## config.mk

```make
export PLATFORM = sky130hd
export DESIGN_NAME = ifetch_ctrl
export DESIGN_NICKNAME = d
export VERILOG_FILES = /design/src/rtl/ifetch_ctrl.sv
export SDC_FILE = /design/constraint.sdc
export NUM_CORES = 1
export LEC_CHECK = 0
export CORE_MARGIN = 2
export CORE_UTILIZATION = 48
export CTS_CLUSTER_SIZE = 25
export DETAILED_ROUTE_END_ITERATION = 8
export PLACE_DENSITY = 0.9
export SYNTH_ARGS = -nofsm -noshare
export SYNTH_HDL_FRONTEND = slang
export SYNTH_SLANG_ARGS = --single-unit
```

## constraint.sdc

```tcl
create_clock -name clk -period 6 [get_ports clk]
set_clock_uncertainty 0.2 [all_clocks]
set_input_delay 0.6 -clock clk [delete_from_list [all_inputs] [get_ports clk]]
set_output_delay 0.6 -clock clk [all_outputs]
set_load 0.005 [all_outputs]
```

## src/rtl/ifetch_ctrl.sv

```systemverilog
// Instruction-fetch sequencer: PC register -> imem valid/ready -> decode valid/ready, with redirects.
// Optional misaligned-PC fault handling is enabled by defining IFETCH_ALIGN_CHECK_EN.
module ifetch_ctrl #(
  parameter int DATA_W  = 32,
  parameter int PC_STEP = 4
) (
  input  logic              clk,
  input  logic              rst_n,
  input  logic              run,
  input  logic [31:0]       pc_in,
  output logic [31:0]       pc_next,
  output logic              pc_ena,
  output logic              imem_req,
  output logic [31:0]       imem_addr,
  input  logic              imem_ready,
  input  logic [DATA_W-1:0] imem_rdata,
  output logic [DATA_W-1:0] instr,
  output logic [31:0]       instr_pc,
  output logic              instr_valid,
  input  logic              instr_ready,
  input  logic              redirect,
  input  logic [31:0]       redirect_pc,
  output logic              fetch_fault
);

  typedef enum logic [1:0] {IDLE, REQ, HOLD, FLUSH} state_t;

  state_t              state_q, state_d;
  logic [31:0]         pc_next_q, pc_next_d;
  logic                pc_ena_q, pc_ena_d;
  logic                imem_req_q, imem_req_d;
  logic [31:0]         imem_addr_q, imem_addr_d;
  logic [DATA_W-1:0]   instr_q, instr_d;
  logic [31:0]         instr_pc_q, instr_pc_d;
  logic                instr_valid_q, instr_valid_d;
  logic                fault_q, fault_d;
  logic                start_fetch;
  logic [31:0]         fetch_pc;

  // When the PC register is being written on this very edge, pc_in still shows the
  // old value; take the value being written so the fetch uses the updated PC.
  assign fetch_pc = pc_ena_q ? pc_next_q : pc_in;

  always_comb begin
    state_d       = state_q;
    pc_next_d     = pc_next_q;
    pc_ena_d      = 1'b0;
    imem_req_d    = imem_req_q;
    imem_addr_d   = imem_addr_q;
    instr_d       = instr_q;
    instr_pc_d    = instr_pc_q;
    instr_valid_d = instr_valid_q;
    fault_d       = fault_q;
    start_fetch   = 1'b0;

    if (redirect) begin
      pc_next_d     = redirect_pc;
      pc_ena_d      = 1'b1;
      instr_valid_d = 1'b0;
      imem_req_d    = 1'b0;
      fault_d       = 1'b0;
      state_d       = FLUSH;
    end else begin
      unique case (state_q)
        IDLE: start_fetch = run && !fault_q;
        REQ: begin
          if (imem_ready) begin
            instr_d       = imem_rdata;
            instr_pc_d    = imem_addr_q;
            instr_valid_d = 1'b1;
            pc_next_d     = imem_addr_q + 32'(PC_STEP);
            pc_ena_d      = 1'b1;
            imem_req_d    = 1'b0;
            state_d       = HOLD;
          end
        end
        HOLD: begin
          if (instr_ready) begin
            instr_valid_d = 1'b0;
            start_fetch   = run;
            if (!run) state_d = IDLE;
          end
        end
        FLUSH: begin
          start_fetch = run;
          if (!run) state_d = IDLE;
        end
        default: state_d = IDLE;
      endcase

      if (start_fetch) begin
`ifdef IFETCH_ALIGN_CHECK_EN
        if (fetch_pc[1:0] != 2'b00) begin
          fault_d    = 1'b1;
          imem_req_d = 1'b0;
          state_d    = IDLE;
        end else begin
          imem_req_d  = 1'b1;
          imem_addr_d = fetch_pc;
          state_d     = REQ;
        end
`else
        imem_req_d  = 1'b1;
        imem_addr_d = fetch_pc & 32'hFFFF_FFFC;
        state_d     = REQ;
`endif
      end
    end
  end

  always_ff @(posedge clk or negedge rst_n) begin
    if (!rst_n) begin
      state_q       <= IDLE;
      pc_next_q     <= '0;
      pc_ena_q      <= 1'b0;
      imem_req_q    <= 1'b0;
      imem_addr_q   <= '0;
      instr_q       <= '0;
      instr_pc_q    <= '0;
      instr_valid_q <= 1'b0;
      fault_q       <= 1'b0;
    end else begin
      state_q       <= state_d;
      pc_next_q     <= pc_next_d;
      pc_ena_q      <= pc_ena_d;
      imem_req_q    <= imem_req_d;
      imem_addr_q   <= imem_addr_d;
      instr_q       <= instr_d;
      instr_pc_q    <= instr_pc_d;
      instr_valid_q <= instr_valid_d;
      fault_q       <= fault_d;
    end
  end

  assign pc_next     = pc_next_q;
  assign pc_ena      = pc_ena_q;
  assign imem_req    = imem_req_q;
  assign imem_addr   = imem_addr_q;
  assign instr       = instr_q;
  assign instr_pc    = instr_pc_q;
  assign instr_valid = instr_valid_q;
  assign fetch_fault = fault_q;

endmodule
```

==> metrics <==
top-area cell type share of the netlist area=53.7%; # port buffers=226; Total Routing Usage GR=about 27%; full die area=13400 um2; worst vdd ir=0.000246 V; Worst Path Required=slightly above 6 ns; Via-to-Cell Ratio=5.25; share of cells above drive strength 1=7.02%; largest net degree at the start of global routing=88; Setup crit start kind=register; detailed-route via count=5370; Final Hold Fails=0; Fin Setup TNS=0 ns; first-pass GRT wire length=27600 um; Lkg Pwr=4.06 nW; Routed WL=17600 um; CP cell instances=inv_1 > ha_1 > and2_1 > nand2b_4 > or4_1 > nand3_1; TritonCTS clock tree=yes; RSZ-0062 raised after global routing=false; Post-Syn Area=approximately 6000 um2; Layout area overhead=50.5%; Tcrit/Tclk final=49.4%; CORE AREA=12100 um2; Main synth FF type=dfrtp_1; gr ovfl total=0; sequential area share after synthesis=about 54%; Post-Syn Area per Cell=9.53 um2; Post-synth EDFFs=0; IO Pins=234; Crit path buffers/inverters=1; achievable frequency=338 MHz; Final setup viols=0; Die Y-Extent=116 um; Antenna Violating Nets Remaining=0; Initial DRC Count=304; placement-stage worst setup slack=between 2 and 3 ns; Power Density=494 nW/um2; Residual DRC=0; max-slew violations=0; max cap viols=0; dpl cells=990; Ys Warns=0; fraction of registers with async set/reset=100%; largest cells by area after synthesis=dfrtp_1, nand2_1, mux2i_1; Hold WC Path Type=reg2reg; clock sinks=129; clock root cell=clkbuf_16; vias in the first global route=5318; Num CTS Buffers=17; H-tree Lvls=4; Critical Path AT=3.11 ns; Clock Latency Late Sink=approximately 0.42 ns; final cell count without fillers=1023; Gate Count Post-Synth=631; status=finished, final reports clean; PnR worst setup slack=~3 ns; CP endpoint kind=register; initial antenna violation count=0; worst-margin pin slew=1.07 ns; Critical Path Fanout Max=87; Die X=116 um; max incr delay on CP=0.70 ns; row count=40; Initial Util=between 40% and 50%; RD Place Congestion=~0.85; critical path's slowest cell=or4_1; min cycle time layout=2.96 ns; CP delay by family, top=simple AND/OR/NAND/NOR gates; wire per inst=17.2 um; CTS clock-pin slew for the worst setup and hold paths=roughly 0.06 ns; clock tree buffer depth=2; Setup Crit Path Kind=reg2reg; Distinct cells, synth=42; synthesis-stage register bit count=129; Synth area leader=dfrtp_1; max_slew headroom=28.2%; antenna fix cells=0; fin nets=about 950; hpwl dp=11900 um; Pre-Repair DR Iteration Count=4
[report_power, final]
| part | switching, mW | internal, mW | total [mW] |
|---|---|---|---|
| Sequential | 0.369 | 1.23 | 1.60 |
| Combinational | 0.713 | 0.978 | 1.69 |
| Clock | 0.391 | 0.792 | 1.18 |
[cell usage after synthesis (all sizes together), types with 12 or more instances]
master,n
mux2i,32
o221ai,15
buf,14
o21ai,17
nand4,12
dfrtp,129
mux2,16
clkbuf,30
a21oi,44
nor2,51
nand2,184
xor2,18
[worst register-to-register path, cell delays in order (launching register included)]
cell	delay [ns]
dfrtp_1	0.41
inv_1	0.11
ha_1	0.23
and2_1	0.46
nand2b_4	0.60
or4_1	0.80
nand3_1	0.09
[kinds of logic (layout without fill, tap and decap cells)]
logic type,after synthesis,count (layout),share of synthesized area [%]
AND/OR/NAND/NOR,281,281,20.4
flip-flops,129,129,53.7
AO/OA/AOI/OAI,87,87,8.76
buffers and inverters,53,273,3.77
multiplexers,48,48,8.33
XOR/XNOR,27,27,3.93
adder cells (fa/ha/maj),5,5,1.04
other,1,5,0.0624
[cell type report]
class	instances	area [um2]
well taps	168	210
flip-flops and latches	129	3230
repair buffers	232	2310
fillers	889	3070
clock inverters	13	233
multi-input cells	453	2590
clock buffers	19	443
inverters	9	33.8
[flip-flops by register name, indices dropped and copies added, names as in the netlist]
name and count:
state_q 2, pc_ena 1, pc_next 32, instr_valid 1, imem_addr 30, imem_req 1
instr 32, instr_pc 30
[stage by stage]
stage                     cell area [um2]  util [%]  hold WS [ns]  power, mW
final                                9050      74.7         0.272       4.47
after global routing                 9050      74.7         0.299       4.74
after CTS                            9050      74.7         0.277       4.49
after detailed placement             8360      69.0         0.262       3.28
after global placement               8360      69.0         0.257       3.22
after floorplan                      6030         -         0.104       2.26
[layout by cell type, fill, tap and decap left out, drive strengths merged, types with 12 or more instances in the layout]
cell type / n
clkdlybuf4s50: 224
nand2: 184
dfrtp: 129
nor2: 51
a21oi: 44
mux2i: 32
clkbuf: 19
xor2: 18
o21ai: 17
mux2: 16
o221ai: 15
nand4: 12
[metal layers]
layer,GRT usage [%],share of wire [%]
met1,34.6,42
met2,43.0,47
met3,6.43,7.0
met4,13.0,3.9
met5,0,0
[final timing paths]
check	start	end	slack, ns	cells past startpoint
min reg2reg	instr[30]	instr[30]	0.27	2
min in group asynchronous	rst_n	instr_valid	0.55	2
min	instr[30]	instr[30]	0.27	2
max	state_q[1]	pc_next[31]	3.04	6
max reg2reg	state_q[1]	pc_next[31]	3.04	6
max in group asynchronous	rst_n	pc_ena	3.78	3
[repair_timing]
action	4_1_cts	5_1_grt
setup endpoints to repair	0	0
setup buffers	0	0
gates resized for setup	0	0
hold buffers	1	0
endpoints found under the hold margin	11	0
Power figures use the tool's default switching activity.
